File: src/rtl/mem_io_stage.sv
// Memory/IO stage: byte-lane stores to dmem/imem, memory-mapped UART and
// counters, and one-cycle-latency aligned/extended load return.
module mem_io_stage #(
    parameter int DMEM_AW = 12,
    parameter int IMEM_AW = 12
) (
    input  logic               clk,
    input  logic               rst,
    input  logic               inst_valid,
    input  logic               is_load,
    input  logic               is_store,
    input  logic [2:0]         funct3,
    input  logic [31:0]        addr,
    input  logic [31:0]        store_data,
    output logic [DMEM_AW-1:0] dmem_addr,
    output logic [3:0]         dmem_we,
    output logic [31:0]        dmem_din,
    input  logic [31:0]        dmem_dout,
    output logic [IMEM_AW-1:0] imem_addr,
    output logic [3:0]         imem_we,
    output logic [31:0]        imem_din,
    input  logic               uart_tx_ready,
    output logic               uart_tx_valid,
    output logic [7:0]         uart_tx_data,
    input  logic               uart_rx_valid,
    output logic               uart_rx_ready,
    input  logic [7:0]         uart_rx_data,
    output logic [31:0]        load_data
);

    localparam logic [31:0] IO_CTRL = 32'h8000_0000;
    localparam logic [31:0] IO_RX   = 32'h8000_0004;
    localparam logic [31:0] IO_TX   = 32'h8000_0008;
    localparam logic [31:0] IO_CYC  = 32'h8000_0010;
    localparam logic [31:0] IO_INS  = 32'h8000_0014;
    localparam logic [31:0] IO_CLR  = 32'h8000_0018;

    logic        st_en, ld_en;
    logic        sel_dmem, sel_imem;
    logic [3:0]  base_mask, lane_we;
    logic [31:0] io_rdata;
    logic        tx_fire, rx_take, cnt_clr;
    logic [31:0] cycle_cnt, instr_cnt;

    logic        ld_q, io_q;
    logic [1:0]  off_q;
    logic [2:0]  f3_q;
    logic [31:0] io_data_q;
    logic [31:0] word, shifted;

    assign st_en    = inst_valid & is_store;
    assign ld_en    = inst_valid & is_load;
    assign sel_dmem = !addr[31] & addr[28];
    assign sel_imem = !addr[31] & addr[29];

    assign dmem_addr = addr[DMEM_AW+1:2];
    assign imem_addr = addr[IMEM_AW+1:2];

    always_comb begin
        base_mask = 4'b1111;
        unique case (funct3[1:0])
            2'b00:   base_mask = 4'b0001;
            2'b01:   base_mask = 4'b0011;
            default: base_mask = 4'b1111;
        endcase
    end

    // 4-bit shift drops lanes that fall past the word: misaligned h/w truncate
    assign lane_we  = base_mask << addr[1:0];
    assign dmem_din = store_data << {addr[1:0], 3'b000};
    assign imem_din = dmem_din;
    assign dmem_we  = (st_en & sel_dmem) ? lane_we : 4'b0000;
    assign imem_we  = (st_en & sel_imem) ? lane_we : 4'b0000;

    always_comb begin
        io_rdata = '0;
        case (addr)
            IO_CTRL: io_rdata = {30'b0, uart_rx_valid, uart_tx_ready};
            IO_RX:   io_rdata = {24'b0, uart_rx_data};
            IO_CYC:  io_rdata = cycle_cnt;
            IO_INS:  io_rdata = instr_cnt;
            default: io_rdata = '0;
        endcase
    end

    assign tx_fire = st_en & (addr == IO_TX) & uart_tx_ready;
    assign cnt_clr = st_en & (addr == IO_CLR);
    assign rx_take = ld_en & (addr == IO_RX);

    always_ff @(posedge clk) begin
        if (rst) begin
            uart_tx_valid <= 1'b0;
            uart_tx_data  <= '0;
            uart_rx_ready <= 1'b0;
            ld_q          <= 1'b0;
            io_q          <= 1'b0;
            off_q         <= '0;
            f3_q          <= '0;
            io_data_q     <= '0;
            cycle_cnt     <= '0;
            instr_cnt     <= '0;
        end else begin
            uart_tx_valid <= tx_fire;
            if (tx_fire) uart_tx_data <= store_data[7:0];
            uart_rx_ready <= rx_take;
            ld_q          <= ld_en;
            if (ld_en) begin
                io_q      <= addr[31];
                off_q     <= addr[1:0];
                f3_q      <= funct3;
                io_data_q <= io_rdata;
            end
            if (cnt_clr) begin
                cycle_cnt <= '0;
                instr_cnt <= '0;
            end else begin
                cycle_cnt <= cycle_cnt + 32'd1;
                instr_cnt <= instr_cnt + 32'(inst_valid);
            end
        end
    end

    assign word    = io_q ? io_data_q : dmem_dout;
    assign shifted = word >> {off_q, 3'b000};

    always_comb begin
        load_data = '0;
        if (ld_q) begin
            unique case (f3_q)
                3'b000:  load_data = {{24{shifted[7]}}, shifted[7:0]};
                3'b001:  load_data = {{16{shifted[15]}}, shifted[15:0]};
                3'b100:  load_data = {24'b0, shifted[7:0]};
                3'b101:  load_data = {16'b0, shifted[15:0]};
                default: load_data = shifted;
            endcase
        end
    end

endmodule

File: config.mk
export PLATFORM = sky130hd
export DESIGN_NAME = mem_io_stage
export DESIGN_NICKNAME = d
export VERILOG_FILES = /design/src/rtl/mem_io_stage.sv
export SDC_FILE = /design/constraint.sdc
export NUM_CORES = 1
export LEC_CHECK = 0
export CORE_ASPECT_RATIO = 0.9
export CORE_MARGIN = 2
export CORE_UTILIZATION = 49
export DETAILED_ROUTE_END_ITERATION = 10
export GPL_TIMING_DRIVEN = 0
export MAX_ROUTING_LAYER = met4
export PLACE_DENSITY_LB_ADDON = 0.2
export REMOVE_ABC_BUFFERS = 1
export SETUP_SLACK_MARGIN = 0.3
export SYNTH_ARGS = -nofsm -noshare
export SYNTH_HDL_FRONTEND = slang
export SYNTH_SLANG_ARGS = --single-unit
File: constraint.sdc
create_clock -name clk -period 5.8 [get_ports clk]
set_input_delay 1.45 -clock clk [delete_from_list [all_inputs] [get_ports clk]]
set_output_delay 1.45 -clock clk [all_outputs]
set_load 0.05 [all_outputs]
==> report_table.html <==
<table>
<tr><th>Metric</th><th>Value</th></tr>
<tr><th colspan="2">Critical path</th></tr>
<tr><td>Launch point of the critical path</td><td>dmem_dout[31]</td></tr>
<tr><td>Cell class contributing the biggest share of worst-path delay</td><td>buffers and inverters</td></tr>
<tr><td>Crit path arrival time</td><td>3.84 ns</td></tr>
<tr><td>Most Frequent Cell on Critical Path</td><td>clkdlybuf4s50_1</td></tr>
<tr><td>Slowest stage cell on the critical path</td><td>clkdlybuf4s50_1</td></tr>
<tr><td>R2R Setup Slk</td><td>3.50 ns</td></tr>
<tr><td>CP bufs+invs</td><td>2</td></tr>
<tr><td>Startpoint of the worst-slack reg-to-reg timing path</td><td>instr_cnt[0]</td></tr>
<tr><td>Path type of the worst setup path</td><td>input port to output port</td></tr>
<tr><td>Worst path required time</td><td>4.35 ns</td></tr>
<tr><td>End of the worst register-to-register path</td><td>instr_cnt[24]</td></tr>
<tr><td>Worst-path cell chain</td><td>clkdlybuf4s50_1 -&gt; mux2_2 -&gt; o22a_1 -&gt; nand3_2 -&gt; a21boi_4 -&gt; o21ai_0 -&gt; clkdlybuf4s50_1</td></tr>
<tr><td>Crit path max fanout</td><td>16</td></tr>
<tr><td>Depth of the worst register-to-register path</td><td>7</td></tr>
<tr><td>Crit-path max cell delay</td><td>0.73 ns</td></tr>
<tr><td>Setup crit end kind</td><td>output port</td></tr>
<tr><td>Nature of the critical path startpoint</td><td>input port</td></tr>
<tr><th colspan="2">STA</th></tr>
<tr><td>Worst Setup Slack, final</td><td>0.507 ns</td></tr>
<tr><td>Clock period minus final worst setup slack</td><td>5.29 ns</td></tr>
<tr><td>Count of final hold-check violations</td><td>0</td></tr>
<tr><td>Worst rel slew slack</td><td>0.103</td></tr>
<tr><td>Final-report setup violation count</td><td>0</td></tr>
<tr><td>Worst slack on hold paths</td><td>0.463 ns</td></tr>
<tr><td>Transition at the pin with the smallest max-transition slack</td><td>1.35 ns</td></tr>
<tr><td>Final slew viol count</td><td>0</td></tr>
<tr><td>Final period util</td><td>0.913</td></tr>
<tr><td>Clock tree skew after final layout</td><td>0.00990 ns</td></tr>
<tr><td>Setup repair after global routing missed its margin</td><td>no</td></tr>
<tr><td>Maximum operating frequency</td><td>189 MHz</td></tr>
<tr><th colspan="2">Cells and area</th></tr>
<tr><td>Post-Layout Cell Count</td><td>1202</td></tr>
<tr><td>Synthesis-to-finish area growth</td><td>39.8%</td></tr>
<tr><td>Total number of nets in the final design</td><td>1113</td></tr>
<tr><td>Antenna cells</td><td>0</td></tr>
<tr><td>Proportion of layout cells with a drive suffix above 1</td><td>0.0723</td></tr>
<tr><th colspan="2">CTS</th></tr>
<tr><td>Max H-tree Level</td><td>4</td></tr>
<tr><td>CTS buffer count</td><td>17</td></tr>
<tr><td>Number of clock sinks</td><td>113</td></tr>
<tr><td>Number of hold buffers added after CTS</td><td>0</td></tr>
<tr><td>TritonCTS clock tree</td><td>yes</td></tr>
<tr><td>Number of buffers inserted to repair setup after CTS</td><td>0</td></tr>
<tr><td>Clock latency of the later-clocked register in the worst-skew pair</td><td>0.41 ns</td></tr>
<tr><td>Worst-path clk slew</td><td>0.05 ns</td></tr>
<tr><td>Clock Root Buffer</td><td>clkbuf_16</td></tr>
<tr><td>Worst-case clock buffer depth</td><td>2</td></tr>
<tr><th colspan="2">Hold path</th></tr>
<tr><td>Endpoint of the worst hold-timing path</td><td>io_data_q[27]</td></tr>
<tr><td>Hold Path Stages</td><td>2</td></tr>
<tr><td>Hold Crit Class</td><td>flip-flop to flip-flop</td></tr>
<tr><td>Worst hold start</td><td>io_data_q[27]</td></tr>
<tr><th colspan="2">Place</th></tr>
<tr><td>Number of buffers inserted by port buffering</td><td>251</td></tr>
<tr><td>RePlAce Congestion</td><td>0.979</td></tr>
<tr><td>Dpl cells</td><td>1170</td></tr>
<tr><td>Half-perimeter wire length after placement</td><td>17.3 mm</td></tr>
<tr><td>Setup Slack @ Placement</td><td>0.365 ns</td></tr>
<tr><th colspan="2">Global route</th></tr>
<tr><td>Gr usage total</td><td>0.302</td></tr>
<tr><td>Wire length of the first global-routing pass</td><td>34.9 mm</td></tr>
<tr><td>Number of antenna violations at the first check in global routing</td><td>0</td></tr>
<tr><td>Via count of the first global-routing pass</td><td>6295</td></tr>
<tr><td>Maximum number of pins on one net before global-route repair</td><td>65</td></tr>
<tr><td>Overall overflow remaining after global route</td><td>0</td></tr>
<tr><th colspan="2">Logic synthesis</th></tr>
<tr><td>Share of Yosys cell area claimed by the top area cell type</td><td>0.320</td></tr>
<tr><td>Biggest area consumer among synthesized cells</td><td>dfxtp_1</td></tr>
<tr><td>Synth Register Bits</td><td>113</td></tr>
<tr><td>Avg Synthesized Cell Area</td><td>8.53 um^2</td></tr>
<tr><td>Yosys Warn Count</td><td>0</td></tr>
<tr><td>Main area contributors after synthesis</td><td>dfxtp_1 (32%), mux2i_1 (10%), mux4_2 (7.6%)</td></tr>
<tr><td>Sequential area share after synthesis</td><td>0.320</td></tr>
<tr><td>Count of distinct cell types in the synthesized netlist</td><td>48</td></tr>
<tr><td>Gate Count Post-Synth</td><td>829</td></tr>
<tr><td>Netlist area before placement</td><td>0.00707 mm^2</td></tr>
<tr><th colspan="2">Routing</th></tr>
<tr><td>Via total after detailed routing</td><td>6685</td></tr>
<tr><td>Aggregate routed wire length</td><td>22.8 mm</td></tr>
<tr><td>1st-pass router iterations</td><td>5</td></tr>
<tr><td>Post-route DRC violation count</td><td>0</td></tr>
<tr><td>WL per Instance</td><td>18.9 um</td></tr>
<tr><td>Number of nets with antenna violations after routing</td><td>0</td></tr>
<tr><td>DRC marker count from the first detailed-route iteration</td><td>463</td></tr>
<tr><td>Avg Vias per Cell</td><td>5.56</td></tr>
<tr><th colspan="2">Power and ir drop</th></tr>
<tr><td>Leakage power</td><td>0.00357 uW</td></tr>
<tr><td>Proportion of total power due to net switching</td><td>0.278</td></tr>
<tr><td>Power Dens Cells</td><td>249 mW/mm^2</td></tr>
<tr><td>Clock share of power</td><td>0.461</td></tr>
<tr><td>Register share of total power</td><td>0.324</td></tr>
<tr><td>Switching power summed over all nets</td><td>685 uW</td></tr>
<tr><td>Comb power frac</td><td>0.216</td></tr>
<tr><td>Peak ir drop on the vdd network</td><td>0.190 mV</td></tr>
<tr><td>Total Power</td><td>2460 uW</td></tr>
<tr><td>Internal Pwr Total</td><td>1780 uW</td></tr>
<tr><th colspan="2">Floorplan</th></tr>
<tr><td>Die boundary height</td><td>118 um</td></tr>
<tr><td>Floorplan Core Area</td><td>0.0141 mm^2</td></tr>
<tr><td>Die Wd</td><td>131 um</td></tr>
<tr><td>Io pins</td><td>252</td></tr>
<tr><td>Effective utilization at floorplan</td><td>0.503</td></tr>
<tr><td>Core Rows</td><td>41</td></tr>
<tr><td>Die area</td><td>0.0154 mm^2</td></tr>
<tr><th colspan="2">Flow run</th></tr>
<tr><td>Reported max-cap violation count</td><td>0</td></tr>
<tr><th colspan="2">Status</th></tr>
<tr><td>Run status</td><td>finished, final reports clean</td></tr>
</table>
-- cell type report --
cell class / instances / area [um^2]
well taps: 193 / 241
inverters: 10 / 37.5
clock buffers: 22 / 464
fillers: 1144 / 4180
repair buffers: 254 / 2550
multi-input cells: 600 / 4140
clock inverters: 10 / 181
flip-flops and latches: 113 / 2260
-- stage by stage --
step                      utilization  instance area, um^2  TNS (ns)
after floorplan                     -                 6420         0
after global placement          0.653                 9180    -25.98
after detailed placement        0.656                 9230         0
after CTS                       0.702                 9870         0
after global routing            0.703                 9880         0
final                           0.703                 9880         0
-- state kept, by name, indices dropped and copies added (netlist names) --
signal,flops
cycle_cnt,32
f3_q,3
instr_cnt,32
io_data_q,32
io_q,1
ld_q,1
off_q,2
uart_rx_ready,1
uart_tx_data,8
uart_tx_valid,1
-- worst min-delay path: stages, from the launching register on --
cell and delay [ns]:
dfxtp_1 0.32, nand2_1 0.05, o21ai_1 0.05
-- synthesized netlist by cell type, drive strengths merged --
| master | count |
|---|---|
| mux2 | 3 |
| a32oi | 1 |
| clkbuf | 27 |
| a221oi | 6 |
| nor4 | 12 |
| mux4 | 24 |
| and4 | 14 |
| nand2 | 84 |
| mux2i | 72 |
| o22ai | 8 |
| ha | 3 |
| a21o | 1 |
| or4 | 3 |
| a21boi | 1 |
| nand4 | 15 |
| dfxtp | 113 |
| xor2 | 29 |
| or2 | 1 |
| a211oi | 9 |
| buf | 79 |
| and3 | 14 |
| xnor2 | 31 |
| nor3 | 18 |
| a31o | 1 |
| inv | 10 |
| nor4bb | 2 |
| and2 | 12 |
| nor4b | 3 |
| o31ai | 8 |
| nor2 | 104 |
| o21ai | 41 |
| o21a | 1 |
| a2bb2oi | 1 |
| or3 | 3 |
| a21oi | 21 |
| nand2b | 3 |
| o22a | 1 |
| nand3 | 32 |
| nor2b | 18 |
-- kinds of logic after synthesis --
group                    count (synthesis)  synth area share
XOR/XNOR                                60            0.0743
flip-flops                             113             0.320
AO/OA/AOI/OAI                          100            0.0851
multiplexers                            99             0.183
adder cells (fa/ha/maj)                  3           0.00531
buffers and inverters                  116            0.0963
AND/OR/NAND/NOR                        338             0.236
-- layer usage --
layer	wire [um]	vias to the layer above	track usage
li1	-	3216	-
met1	10100	3185	0.402
met2	10600	241	0.462
met3	1440	43	0.0509
met4	654	0	0.114
met5	0	-	-
-- cells in the final DEF (no fill, tap or decap), types with 9 or more instances in the layout --
cell             instances
nor2_1                 104
nor3_1                  18
a21oi_1                 20
mux4_2                  24
a211oi_1                 9
xnor2_1                 31
nor4_1                  10
nor2b_1                 18
and4_1                  14
clkdlybuf4s50_1        248
nand2_1                 84
nand3_1                 31
dfxtp_1                111
clkbuf_16               17
nand4_1                 15
mux2i_1                 72
o21ai_1                 16
and2_1                  12
inv_1                    9
and3_1                  14
o21ai_0                 25
xor2_1                  29
-- repair_timing --
item | CTS | global route
hold endpoints to repair | 0 | 0
setup endpoints to repair | 0 | 9
gates resized for setup | 0 | 1
-- power groups by stage --
stage / combinational (uW) / sequential, uW / clock [uW]
2_1_floorplan: 258 / 810 / 0
3_3_place_gp: 522 / 815 / 0
3_5_place_dp: 528 / 813 / 0
4_1_cts: 530 / 797 / 1140
5_1_grt: 555 / 798 / 1180
6_report: 531 / 798 / 1130
-- worst max-delay path by stage --
stage,end,depth (start not counted)
2_1_floorplan,load_data[24],5
3_3_place_gp,imem_din[7],4
3_5_place_dp,load_data[28],7
4_1_cts,load_data[28],7
5_1_grt,load_data[24],7
6_report,load_data[28],7
Power figures use the tool's default switching activity.
